## config.mk

```make
export PLATFORM = sky130hd
export DESIGN_NAME = seg_display_arbiter
export DESIGN_NICKNAME = d
export VERILOG_FILES = /design/src/rtl/seg_display_arbiter.sv
export SDC_FILE = /design/constraint.sdc
export NUM_CORES = 1
export LEC_CHECK = 0
export BUFFER_PORTS_ARGS = -buffer_cell sky130_fd_sc_hd__buf_2
export CAP_MARGIN = 20
export CORE_MARGIN = 2
export CORE_UTILIZATION = 50
export CTS_CLUSTER_SIZE = 14
export DETAILED_ROUTE_END_ITERATION = 10
export HOLD_SLACK_MARGIN = 0.06
export PLACE_DENSITY = 0.72
export SLEW_MARGIN = 10
export SYNTH_ARGS = -nofsm -noshare
export SYNTH_HDL_FRONTEND = slang
export SYNTH_SLANG_ARGS = --single-unit
```

## constraint.sdc

```tcl
create_clock -name clk -period 3.4 [get_ports clk]
set_input_delay 0.34 -clock clk [delete_from_list [all_inputs] [get_ports clk]]
set_output_delay 0.34 -clock clk [all_outputs]
set_load 0.02 [all_outputs]
```

## src/rtl/seg_display_arbiter.sv

```systemverilog
// Seven-segment display arbiter: shows score or timer as a background value and lets a
// requester take the display over for a fixed hold time, optionally blinking the message.
// All outputs are registered; values above 9999 are clamped so four digits always suffice.
module seg_display_arbiter #(
  parameter int unsigned HOLD_CYCLES  = 50_000_000,
  parameter int unsigned BLINK_CYCLES = 12_500_000
) (
  input  logic        clk,
  input  logic        rst,
  input  logic [15:0] score,
  input  logic [15:0] timer,
  input  logic        timer_active,
  input  logic        msg_req,
  input  logic [15:0] msg_value,
  input  logic        msg_blink,
  output logic        msg_ack,
  output logic        msg_busy,
  output logic [15:0] disp_value,
  output logic        disp_blank,
  output logic [1:0]  sel
);

  localparam int unsigned HoldW  = $clog2(HOLD_CYCLES) + 1;
  localparam int unsigned BlinkW = $clog2(BLINK_CYCLES) + 1;

  localparam logic [15:0] MaxDisp = 16'd9999;

  localparam logic [1:0] SelScore = 2'd0;
  localparam logic [1:0] SelTimer = 2'd1;
  localparam logic [1:0] SelMsg   = 2'd2;

  typedef enum logic [0:0] {
    StShowBg,
    StShowMsg
  } state_e;

  state_e state_q, state_d;

  // Latched message and counters
  logic [15:0]       msg_val_q, msg_val_d;
  logic              msg_blink_q, msg_blink_d;
  logic [HoldW-1:0]  hold_cnt_q, hold_cnt_d;
  logic [BlinkW-1:0] blink_cnt_q, blink_cnt_d;
  logic              phase_off_q, phase_off_d;

  // Registered outputs
  logic [15:0] disp_value_q, disp_value_d;
  logic [1:0]  sel_q, sel_d;
  logic        disp_blank_q, disp_blank_d;
  logic        msg_ack_q, msg_ack_d;
  logic        msg_busy_q, msg_busy_d;

  logic        accept;
  logic        hold_last;
  logic [15:0] bg_value;
  logic [1:0]  bg_sel;

  function automatic logic [15:0] clamp(input logic [15:0] v);
    return (v > MaxDisp) ? MaxDisp : v;
  endfunction

  // A message can only be taken while the background owns the display
  assign accept    = (state_q == StShowBg) && msg_req;
  // hold_cnt_q numbers the message cycle currently on the display (1..HOLD_CYCLES)
  assign hold_last = (hold_cnt_q == HoldW'(HOLD_CYCLES));
  assign bg_value  = timer_active ? timer : score;
  assign bg_sel    = timer_active ? SelTimer : SelScore;

  // State register and all datapath/output registers
  always_ff @(posedge clk or posedge rst) begin
    if (rst) begin
      state_q      <= StShowBg;
      msg_val_q    <= '0;
      msg_blink_q  <= 1'b0;
      hold_cnt_q   <= '0;
      blink_cnt_q  <= '0;
      phase_off_q  <= 1'b0;
      disp_value_q <= '0;
      sel_q        <= SelScore;
      disp_blank_q <= 1'b0;
      msg_ack_q    <= 1'b0;
      msg_busy_q   <= 1'b0;
    end else begin
      state_q      <= state_d;
      msg_val_q    <= msg_val_d;
      msg_blink_q  <= msg_blink_d;
      hold_cnt_q   <= hold_cnt_d;
      blink_cnt_q  <= blink_cnt_d;
      phase_off_q  <= phase_off_d;
      disp_value_q <= disp_value_d;
      sel_q        <= sel_d;
      disp_blank_q <= disp_blank_d;
      msg_ack_q    <= msg_ack_d;
      msg_busy_q   <= msg_busy_d;
    end
  end

  // Next-state: take a message when requested, give the display back after the hold time
  always_comb begin
    state_d = state_q;
    unique case (state_q)
      StShowBg:  if (msg_req)   state_d = StShowMsg;
      StShowMsg: if (hold_last) state_d = StShowBg;
      default:   state_d = StShowBg;
    endcase
  end

  // Output and counter next values
  always_comb begin
    msg_val_d    = msg_val_q;
    msg_blink_d  = msg_blink_q;
    hold_cnt_d   = hold_cnt_q;
    blink_cnt_d  = blink_cnt_q;
    phase_off_d  = phase_off_q;
    disp_value_d = clamp(bg_value);
    sel_d        = bg_sel;
    disp_blank_d = 1'b0;
    msg_ack_d    = 1'b0;
    msg_busy_d   = 1'b0;

    if (accept) begin
      // First message cycle starts now with the blink phase visible
      msg_val_d    = clamp(msg_value);
      msg_blink_d  = msg_blink;
      hold_cnt_d   = HoldW'(1);
      blink_cnt_d  = BlinkW'(1);
      phase_off_d  = 1'b0;
      disp_value_d = clamp(msg_value);
      sel_d        = SelMsg;
      msg_ack_d    = 1'b1;
      msg_busy_d   = 1'b1;
    end else if (state_q == StShowMsg) begin
      if (hold_last) begin
        // Background values were already selected by the defaults
        hold_cnt_d  = '0;
        blink_cnt_d = '0;
        phase_off_d = 1'b0;
      end else begin
        hold_cnt_d = hold_cnt_q + HoldW'(1);
        // Counter reloads instead of wrapping; phase flips every BLINK_CYCLES cycles
        if (blink_cnt_q == BlinkW'(BLINK_CYCLES)) begin
          blink_cnt_d = BlinkW'(1);
          phase_off_d = ~phase_off_q;
        end else begin
          blink_cnt_d = blink_cnt_q + BlinkW'(1);
        end
        disp_value_d = msg_val_q;
        sel_d        = SelMsg;
        msg_busy_d   = 1'b1;
        disp_blank_d = msg_blink_q & phase_off_d;
      end
    end
  end

  assign disp_value = disp_value_q;
  assign sel        = sel_q;
  assign disp_blank = disp_blank_q;
  assign msg_ack    = msg_ack_q;
  assign msg_busy   = msg_busy_q;

endmodule

```

==> results of run 1 <==
[logic make-up after synthesis]
logic type,synth area share (%)
AND/OR/NAND/NOR,25.1
AO/OA/AOI/OAI,17.7
flip-flops,46.5
buffers and inverters,5.04
multiplexers,3.75
XOR/XNOR,0.879
adder cells (fa/ha/maj),1.03
[area by class of cell]
| class | count | area, um2 |
|---|---|---|
| flip-flops and latches | 90 | 2250 |
| inverters | 17 | 65.1 |
| clock buffers | 10 | 138 |
| clock inverters | 6 | 56.3 |
| fillers | 817 | 3880 |
| well taps | 129 | 161 |
| repair buffers | 77 | 420 |
| multi-input cells | 377 | 2350 |
[cell usage in the layout (no fill, tap or decap), types with 17 or more instances in the layout]
| cell | instances |
|---|---|
| sky130_fd_sc_hd__o21ai_0 | 25 |
| sky130_fd_sc_hd__nor2_1 | 24 |
| sky130_fd_sc_hd__nand2_1 | 38 |
| sky130_fd_sc_hd__a21oi_1 | 26 |
| sky130_fd_sc_hd__a31oi_1 | 35 |
| sky130_fd_sc_hd__buf_2 | 73 |
| sky130_fd_sc_hd__nand3_1 | 44 |
| sky130_fd_sc_hd__mux2i_1 | 17 |
| sky130_fd_sc_hd__nand4_1 | 20 |
| sky130_fd_sc_hd__dfrtp_1 | 90 |
[worst paths after layout]
path,startpoint,end,slack [ps],cells after the start
min in group clk,msg_blink,msg_blink_q$_DFFE_PP0P_,200,3
hold / removal,rst,disp_value[7]$_DFF_PP0_,40,3
setup reg to reg,hold_cnt_q[0]$_DFFE_PP0P_,blink_cnt_q[21]$_DFFE_PP0P_,1020,8
hold reg to reg,msg_val_q[15]$_DFFE_PP0P_,msg_val_q[15]$_DFFE_PP0P_,490,1
setup / recovery,hold_cnt_q[0]$_DFFE_PP0P_,blink_cnt_q[21]$_DFFE_PP0P_,1020,8
max in group asynchronous,rst,blink_cnt_q[23]$_DFFE_PP0P_,2960,3
[flip-flops by register name, indices dropped and copies added, names as in the netlist, 16 cells and up]
name	count
disp_value	16
blink_cnt_q	25
hold_cnt_q	27
msg_val_q	16
[power by group]
part,internal [mW],switching [mW]
Combinational,0.202,0.232
Sequential,1.23,0.215
Clock,0.304,0.423
Total,1.74,0.870
[synthesized netlist by cell type (4+ instances only)]
library cell / count / area (um2)
sky130_fd_sc_hd__nand2_1: 38 / 143
sky130_fd_sc_hd__o211ai_1: 4 / 30.0
sky130_fd_sc_hd__nand2b_1: 8 / 50.1
sky130_fd_sc_hd__inv_1: 17 / 63.8
sky130_fd_sc_hd__o21ai_0: 25 / 125
sky130_fd_sc_hd__nand3b_1: 6 / 45.0
sky130_fd_sc_hd__nand4_1: 20 / 125
sky130_fd_sc_hd__nor4_1: 11 / 68.8
sky130_fd_sc_hd__nand3_1: 44 / 220
sky130_fd_sc_hd__clkbuf_1: 12 / 45.0
sky130_fd_sc_hd__o22ai_1: 8 / 50.1
sky130_fd_sc_hd__buf_4: 6 / 45.0
sky130_fd_sc_hd__buf_2: 15 / 75.1
sky130_fd_sc_hd__dfrtp_1: 90 / 2250
sky130_fd_sc_hd__a41oi_1: 5 / 43.8
sky130_fd_sc_hd__and4_1: 10 / 87.6
sky130_fd_sc_hd__mux2i_1: 17 / 170
sky130_fd_sc_hd__nor2_1: 24 / 90.1
sky130_fd_sc_hd__a21oi_1: 26 / 130
sky130_fd_sc_hd__ha_1: 4 / 50.1
sky130_fd_sc_hd__and3_1: 11 / 68.8
sky130_fd_sc_hd__a22o_1: 9 / 78.8
sky130_fd_sc_hd__nor3_1: 7 / 35.0
sky130_fd_sc_hd__a31oi_1: 35 / 219
sky130_fd_sc_hd__and2_1: 10 / 62.6
sky130_fd_sc_hd__a22oi_1: 7 / 52.6
sky130_fd_sc_hd__or3_1: 11 / 68.8
[layer usage]
layer | GRT usage, % | up-vias | wire (um)
li1 | - | 2052 | -
met4 | 6.97 | 0 | 126
met3 | 3.56 | 13 | 653
met1 | 32.2 | 2050 | 5240
met5 | 0 | - | 0
met2 | 35.3 | 149 | 5120
[tightest hold or removal path: stages]
cell                       delay [ps]
sky130_fd_sc_hd__buf_2            100
sky130_fd_sc_hd__clkinv_2          50
sky130_fd_sc_hd__buf_12           350
==> results.cfg, run 1 <==
[outcome]
status = completed

[global_route]
grt_max_degree = 91
grt.overflow.total = 0
grt_pass1_vias = 3948
grt_antenna_before_repair = 0
overall_track_demand_over_capacity_in_global_routing_pct = 22.5
grt_pass1_wl_mm = 18.8

[worst_setup_path]
critical_path_arrival_ps = 2650
worstSetupStartpointType = flop
critical_path_required_ps = 3670
cp_bufs_invs = 2
crit_path_end_kind = flop
critical_path.max_fanout = 24
worst_path_dominant_cell_family = compound AO/OA/AOI/OAI gates
cpPeakStageDelay_ps = 470
worstPathCellList = inv_1 -> ha_1 -> nor3b_1 -> and4_1 -> a21boi_4 -> buf_4 -> nand2_1 -> o31ai_1
timing.setup.critical_path_class = reg2reg
slowest_stage = sky130_fd_sc_hd__a21boi_4

[timing]
grt_setup_unrepaired = false
slew_at_the_pin_closest_to_its_max_slew_limit_ps = 757
timing.hold.ws_ps = 38.3
setup_slack_after_layout_ps = 1020
report.final.hold_viol_count = 0
slew_violations = 0
slew_headroom_pct = 49.6
setup_tns_ps = 0
clock_period_minus_final_worst_setup_slack_ps = 2380
layout_worst_path_cycle_share_pct = 70.0
finalClockSkew_ps = 12.3
max_clock_freq_mhz = 420
setup_violations = 0

[synthesis]
ys.flop_type = sky130_fd_sc_hd__dfrtp_1
avgSynthCellArea_um2 = 9.32
synthesis_warnings = 0
net_count_after_synthesis = 576
asyncSetResetFlopFracSynth_pct = 100
synth-seq-area-share_pct = 46.5
syn_area_um2 = 4840
synth_edf_count = 0
post_synth_inst_count = 519
synth_seq_cells = 90
yosys.cell_types.count = 58

[finish]
fin_cells = 706
num-nets-final = 629
final_cell_area_um2 = 5450
area_delta_synth_final_pct = 12.6
final_util_pct = 58.4
diodes = 0
layout-drive-gt1-share_pct = 18.4

[floorplanning]
floorplan.io_pins = 74
floorplan.initialDensity_pct = 51.9
core_area_um2 = 9330
number_of_core_rows = 35
floorplan.die.width_um = 102
die-height_um = 102
design.die.area_um2 = 10500

[power_and_ir_drop]
power.density_cell_area_nw_per_um2 = 479
static-leakage-power_nw = 2.52
vdd.ir_drop.worst_uv = 240
total_power_mw = 2.61

[detailed_routing]
antenna_left = 0
drt-wirelength-per-cell_um = 15.8
detailedRoute.firstPassIterationCount = 5
average_vias_per_placed_instance = 6.04
vias = 4264
detail_route.wirelength_mm = 11.1
detail_route.iter0.violations = 234
drc = 0

[place]
placedInstanceArea_um2 = 5250
globalplace.congestion = 0.829
placedCellCount = 690
place_hpwl_mm = 7.51
pre_cts_slack_ps = 1060
portBuffers = 73

[cts]
cts_setup_buffers = 0
cts.reportedPaths.clkPinSlew_ps = 100
tritoncts = yes
ctsLongestPathBuffers = 2
cts_resized = 0
numClockSinks = 90
total_number_of_h_tree_levels = 3
cts_hold_repair.buffers = 0
clk_latency_ps = 360
cts_made_buffers = 9
clock_tree.root_cell = sky130_fd_sc_hd__clkbuf_8

[flow_run]
timing.max_cap.violations = 0

[worst_hold_path]
hp-class = in2async
(Power assumes the default switching activity.)
==> run 2: changes to the inputs <==
--- a/config.mk
+++ b/config.mk
@@ -12,7 +12,7 @@
 export CTS_CLUSTER_SIZE = 14
 export DETAILED_ROUTE_END_ITERATION = 10
 export HOLD_SLACK_MARGIN = 0.06
-export PLACE_DENSITY = 0.72
+export PLACE_DENSITY = 0.74
 export SLEW_MARGIN = 10
 export SYNTH_ARGS = -nofsm -noshare
 export SYNTH_HDL_FRONTEND = slang
==> constraint.sdc (replaced) <==
create_clock -name clk -period 2.1 [get_ports clk]
set_input_delay 0.21 -clock clk [delete_from_list [all_inputs] [get_ports clk]]
set_output_delay 0.21 -clock clk [all_outputs]
set_load 0.02 [all_outputs]
==> results.cfg, run 2 (synthesis results as in run 1) <==
[worst_setup_path]
critical_path.max_fanout = 4
timing.setup.critical_path_class = reg2reg
worstSetupStartpointType = flop
critical_path_required_ps = 2380
crit_start = blink_cnt_q[0]$_DFFE_PP0P_
slowest_stage = sky130_fd_sc_hd__nor4_4
crit_path_end_kind = flop
critical_path_arrival_ps = 2310
timing.reg2reg.worst_path_depth = 7
cpPeakStageDelay_ps = 380
r2r-start = blink_cnt_q[0]$_DFFE_PP0P_
worstPathCellList = buf_4 -> ha_1 -> nand4_1 -> nor4_4 -> nand3_1 -> or2_2 -> o211ai_1

[floorplanning]
floorplan.die.width_um = 102
number_of_core_rows = 35
floorplan.io_pins = 74
design.die.area_um2 = 10500
floorplan.initialDensity_pct = 51.9
die-height_um = 102
core_area_um2 = 9330

[cts]
ctsLongestPathBuffers = 2
cts_made_buffers = 9
clk_latency_ps = 360
tritoncts = yes
numClockSinks = 90
total_number_of_h_tree_levels = 3
clock_tree.root_cell = sky130_fd_sc_hd__clkbuf_8
cts.reportedPaths.clkPinSlew_ps = 90

[worst_hold_path]
hold-path-cell-count = 3
worst_hold_startpoint = msg_blink
hp-class = in2reg

[detailed_routing]
drt-wirelength-per-cell_um = 15.9
detailedRoute.firstPassIterationCount = 5
detail_route.iter0.violations = 313
detail_route.wirelength_mm = 11.9
vias = 4509
antenna_left = 0
drc = 0
average_vias_per_placed_instance = 6.04

[place]
placedCellCount = 725
portBuffers = 73
placedInstanceArea_um2 = 5520
globalplace.congestion = 0.883
pre_cts_slack_ps = -5.83
place_hpwl_mm = 8.13

[power_and_ir_drop]
static-leakage-power_nw = 2.74
swShare_pct = 31.0
vdd.ir_drop.worst_uv = 424
part_of_the_power_in_the_clock_network_pct = 28.5
power.density_cell_area_nw_per_um2 = 775
power.switching_mw = 1.41
p_int_mw = 3.14
power.share.combinational_pct = 22.3
sequential_power_share_pct = 49.2

[finish]
fin_cells = 746
largest_register_ffs = 27
mostFrequentLayoutCell = sky130_fd_sc_hd__dfrtp_1
diodes = 0
num-nets-final = 670
top_regs = hold_cnt_q x27, blink_cnt_q x25
most_used_cells_in_the_layout_excluding_fill_and_tap_cells = sky130_fd_sc_hd__dfrtp_1, sky130_fd_sc_hd__buf_2, sky130_fd_sc_hd__nand3_1, sky130_fd_sc_hd__nand2_1, sky130_fd_sc_hd__buf_4
layout-drive-gt1-share_pct = 24.8
final_cell_area_um2 = 5870
fillers = 762
largest_register = hold_cnt_q
area_delta_synth_final_pct = 21.3

[timing]
layout_worst_path_cycle_share_pct = 96.5
slew_headroom_pct = 68.8
grt_setup_unrepaired = true
finalClockSkew_ps = 11.4
setup_violations = 0
slew_at_the_pin_closest_to_its_max_slew_limit_ps = 466
slew_violations = 0
setup_slack_after_layout_ps = 74.4
max_clock_freq_mhz = 494
clock_period_minus_final_worst_setup_slack_ps = 2030
report.final.hold_viol_count = 0

[global_route]
grt_max_degree = 91
grt_pass1_vias = 4226
grt_pass1_wl_mm = 19.4
overall_track_demand_over_capacity_in_global_routing_pct = 23.2
grt_antenna_before_repair = 0
grt.overflow.total = 0

[outcome]
status = completed

[flow_run]
timing.max_cap.violations = 0
## run 2: critical path, delay by kind of cell, from the launching register on
family	cells	cell delay [ps]
DFF	1	350
buffers and inverters	1	130
adders and majority gates	1	240
AOI/OAI and AO/OA	1	170
and+or+nand+nor	4	1060
## run 2: worst paths after layout
path / endpoint / slack, ps
hold / removal: msg_blink_q$_DFFE_PP0P_ / 70
min in group asynchronous: msg_val_q[15]$_DFFE_PP0P_ / 530
setup / recovery: blink_cnt_q[18]$_DFFE_PP0P_ / 70
max in group asynchronous: msg_busy$_DFF_PP0_ / 1200
setup reg to reg: blink_cnt_q[18]$_DFFE_PP0P_ / 70
hold reg to reg: msg_val_q[14]$_DFFE_PP0P_ / 480
## run 2: power groups by stage
stage | sequential (mW) | combinational (mW) | clock (mW)
after global routing | 2.29 | 1.13 | 1.38
after global placement | 2.25 | 0.921 | 0
final | 2.24 | 1.02 | 1.30
after CTS | 2.23 | 0.960 | 1.31
after floorplan | 2.27 | 0.547 | 0
after detailed placement | 2.26 | 0.954 | 0
## run 2: layout make-up
class                   count  area (um2)  area share (%)
clock buffers               9         124            2.11
clock inverters             6        90.1            1.53
inverters                  17        67.6            1.15
multi-input cells         379        2440            41.6
flip-flops and latches     90        2250            38.4
well taps                 129         161            2.75
repair buffers            116         732            12.5
## run 2: timing repair
action	CTS	global route
hold buffers	1	0
setup endpoints to repair	0	56
buffers inserted	0	3
resized for setup	0	19
hold endpoints to repair	90	0
## run 2: through the flow
| step | setup TNS [ps] | hold slack (ps) | total power, mW | utilization (%) |
|---|---|---|---|---|
| global placement | 0 | 375 | 3.17 | 59.2 |
| finish | 0 | 71.8 | 4.55 | 62.9 |
| floorplan | 0 | 315 | 2.82 | - |
| CTS | 0 | 62.1 | 4.51 | 61.6 |
| global route | -279 | 91.4 | 4.79 | 62.9 |
| detailed placement | -5.83 | 391 | 3.22 | 59.2 |
## run 2: metal layers
| layer | up-vias | GRT usage [%] | wire length (um) |
|---|---|---|---|
| met1 | 2162 | 31.1 | 5240 |
| met4 | 0 | 9.74 | 262 |
| met5 | - | 0 | 0 |
| met3 | 26 | 4.10 | 727 |
| li1 | 2141 | - | - |
| met2 | 180 | 37.6 | 5660 |
==> run 3: changes to the inputs <==
--- a/config.mk
+++ b/config.mk
@@ -5,6 +5,7 @@
 export SDC_FILE = /design/constraint.sdc
 export NUM_CORES = 1
 export LEC_CHECK = 0
+export ABC_AREA = 1
 export BUFFER_PORTS_ARGS = -buffer_cell sky130_fd_sc_hd__buf_2
 export CAP_MARGIN = 20
 export CORE_MARGIN = 2
==> results.cfg, run 3 <==
[cts]
cts_hold_repair.buffers = 2
cts_setup_buffers = 0
ctsLongestPathBuffers = 2
cts_resized = 0
cts.reportedPaths.clkPinSlew_ps = 110
total_number_of_h_tree_levels = 3
cts_made_buffers = 9
clock_tree.root_cell = sky130_fd_sc_hd__clkbuf_8
tritoncts = yes
clk_latency_ps = 380
numClockSinks = 90

[floorplanning]
floorplan.io_pins = 74
core_area_um2 = 10400
floorplan.die.width_um = 108
floorplan.initialDensity_pct = 51.9
number_of_core_rows = 37
design.die.area_um2 = 11700
die-height_um = 108

[worst_setup_path]
critical_path.max_fanout = 11
cpPeakStageDelay_ps = 580
slowest_stage = sky130_fd_sc_hd__nor2_1
critical_path_arrival_ps = 2190
worstPathCellList = inv_1 -> ha_1 -> nand3_1 -> nor2_2 -> nand3_4 -> nand2_4 -> nor2_1 -> nand3_1 -> nand2_1
worstSetupStartpointType = flop
cp_bufs_invs = 1
worst_path_dominant_cell_family = simple AND/OR/NAND/NOR gates
timing.setup.critical_path_class = reg2reg
critical_path_required_ps = 2410
crit_path_end_kind = flop
crit_top_cell = sky130_fd_sc_hd__nand3_1

[timing]
report.final.hold_viol_count = 0
finalClockSkew_ps = 15.7
slew_at_the_pin_closest_to_its_max_slew_limit_ps = 717
clock_period_minus_final_worst_setup_slack_ps = 1880
slew_headroom_pct = 52.0
grt_setup_unrepaired = false
timing.hold.ws_ps = 106
setup_violations = 0
max_clock_freq_mhz = 531
layout_worst_path_cycle_share_pct = 89.6
slew_violations = 0
setup_tns_ps = 0
setup_slack_after_layout_ps = 218

[finish]
multiInputGateArea_um2 = 2660
seq_area_um2 = 2250
top_regs = hold_cnt_q x27, blink_cnt_q x25
largest_register = hold_cnt_q
most_used_cells_in_the_layout_excluding_fill_and_tap_cells = sky130_fd_sc_hd__nand2_1, sky130_fd_sc_hd__dfrtp_1, sky130_fd_sc_hd__inv_1, sky130_fd_sc_hd__buf_2, sky130_fd_sc_hd__nand3_1
area_delta_synth_final_pct = 12.5
fin_cells = 981
diodes = 0
num-nets-final = 897
layout-drive-gt1-share_pct = 16.4
fillers = 992
mostFrequentLayoutCell = sky130_fd_sc_hd__nand2_1
largest_register_ffs = 27

[power_and_ir_drop]
power.density_cell_area_nw_per_um2 = 505
vdd.ir_drop.worst_uv = 262
static-leakage-power_nw = 3.24

[global_route]
overall_track_demand_over_capacity_in_global_routing_pct = 23.5
grt_max_degree = 56
grt_antenna_before_repair = 0
grt_pass1_vias = 4860
grt.overflow.total = 0
grt_pass1_wl_mm = 22.0

[detailed_routing]
detail_route.wirelength_mm = 12.7
drc = 0
drt-wirelength-per-cell_um = 13.0
antenna_left = 0
detail_route.iter0.violations = 317
average_vias_per_placed_instance = 5.19
vias = 5091
detailedRoute.firstPassIterationCount = 6

[synthesis]
asyncSetResetFlopFracSynth_pct = 100
yosys.area.top_type = sky130_fd_sc_hd__dfrtp_1
yosys.cell_types.count = 37
ys.flop_type = sky130_fd_sc_hd__dfrtp_1
synthTopCellsByArea = sky130_fd_sc_hd__dfrtp_1, sky130_fd_sc_hd__nand2_1, sky130_fd_sc_hd__inv_1, sky130_fd_sc_hd__nand3_1, sky130_fd_sc_hd__nor2_1
synth_seq_cells = 90
synthesis_warnings = 0
synth_edf_count = 0
post_synth_inst_count = 769
syn_area_um2 = 5410
count_leader_synth = sky130_fd_sc_hd__nand2_1
post_synth_most_frequent_cells = sky130_fd_sc_hd__nand2_1, sky130_fd_sc_hd__dfrtp_1, sky130_fd_sc_hd__inv_1
synth_top_area_share_pct = 41.6
avgSynthCellArea_um2 = 7.03
net_count_after_synthesis = 826
synth-seq-area-share_pct = 41.6

[worst_hold_path]
hp-class = in2reg

[place]
placedCellCount = 963
globalplace.congestion = 0.998
pre_cts_slack_ps = 219
place_hpwl_mm = 9.41
portBuffers = 73

[flow_run]
timing.max_cap.violations = 0

[outcome]
status = completed
[run 3: worst register-to-register path: cells and delay by family, from the launching register on]
family / cells / cell delay, ps
adder cells (fa/ha/maj): 1 / 190
buffers and inverters: 1 / 90
flip-flops: 1 / 400
AND/OR/NAND/NOR: 7 / 1140
[run 3: path summary, 6_finish.rpt]
path	start	to	slack, ps	cells past startpoint
worst max-delay path	hold_cnt_q[0]$_DFFE_PP0P_	blink_cnt_q[24]$_DFFE_PP0P_	220	9
worst min-delay path	msg_value[2]	msg_val_q[2]$_DFFE_PP0P_	110	3
worst max register to register	hold_cnt_q[0]$_DFFE_PP0P_	blink_cnt_q[24]$_DFFE_PP0P_	220	9
worst min register to register	msg_val_q[2]$_DFFE_PP0P_	msg_val_q[2]$_DFFE_PP0P_	490	2
max in group asynchronous	rst	msg_val_q[12]$_DFFE_PP0P_	1230	4
min in group asynchronous	rst	disp_value[11]$_DFF_PP0_	270	3
[run 3: cell families (layout without fill, tap and decap cells)]
logic type | after synthesis | in the layout | share of synthesized area [%]
AO/OA/AOI/OAI | 73 | 73 | 7.33
AND/OR/NAND/NOR | 467 | 467 | 37.8
adder cells (fa/ha/maj) | 4 | 4 | 0.926
XOR/XNOR | 19 | 19 | 3.08
flip-flops | 90 | 90 | 41.6
buffers and inverters | 116 | 192 | 9.25
[run 3: power by group]
part / switching [mW] / internal, mW / total (mW)
Clock: 0.717 / 0.464 / 1.18
Sequential: 0 / 1.73 / 1.73
Combinational: 0.0989 / 0.0611 / 0.160
Total: 0.816 / 2.26 / 3.07
[run 3: routing by layer]
metal	part of all wire (%)	GRT usage, %
met5	0	0
met1	46	31.8
met2	47	37.7
met3	5.8	3.68
met4	1.9	9.89
[run 3: layout make-up]
cell class	instances	area share (%)
clock buffer	9	2.04
clock inverter	7	1.09
inverter	93	5.88
multi-input combinational	563	43.7
sequential	90	37.0
tap	136	2.80
timing repair buffer	83	7.52
[run 3: through the flow]
step | util [%] | cell area (um2) | total power, mW
after floorplan | - | 5410 | 1.85
after CTS | 58.4 | 6090 | 3.10
final | 58.4 | 6090 | 3.07
after detailed placement | 56.4 | 5880 | 1.93
after global placement | 56.4 | 5880 | 1.92
after global routing | 58.4 | 6090 | 3.18
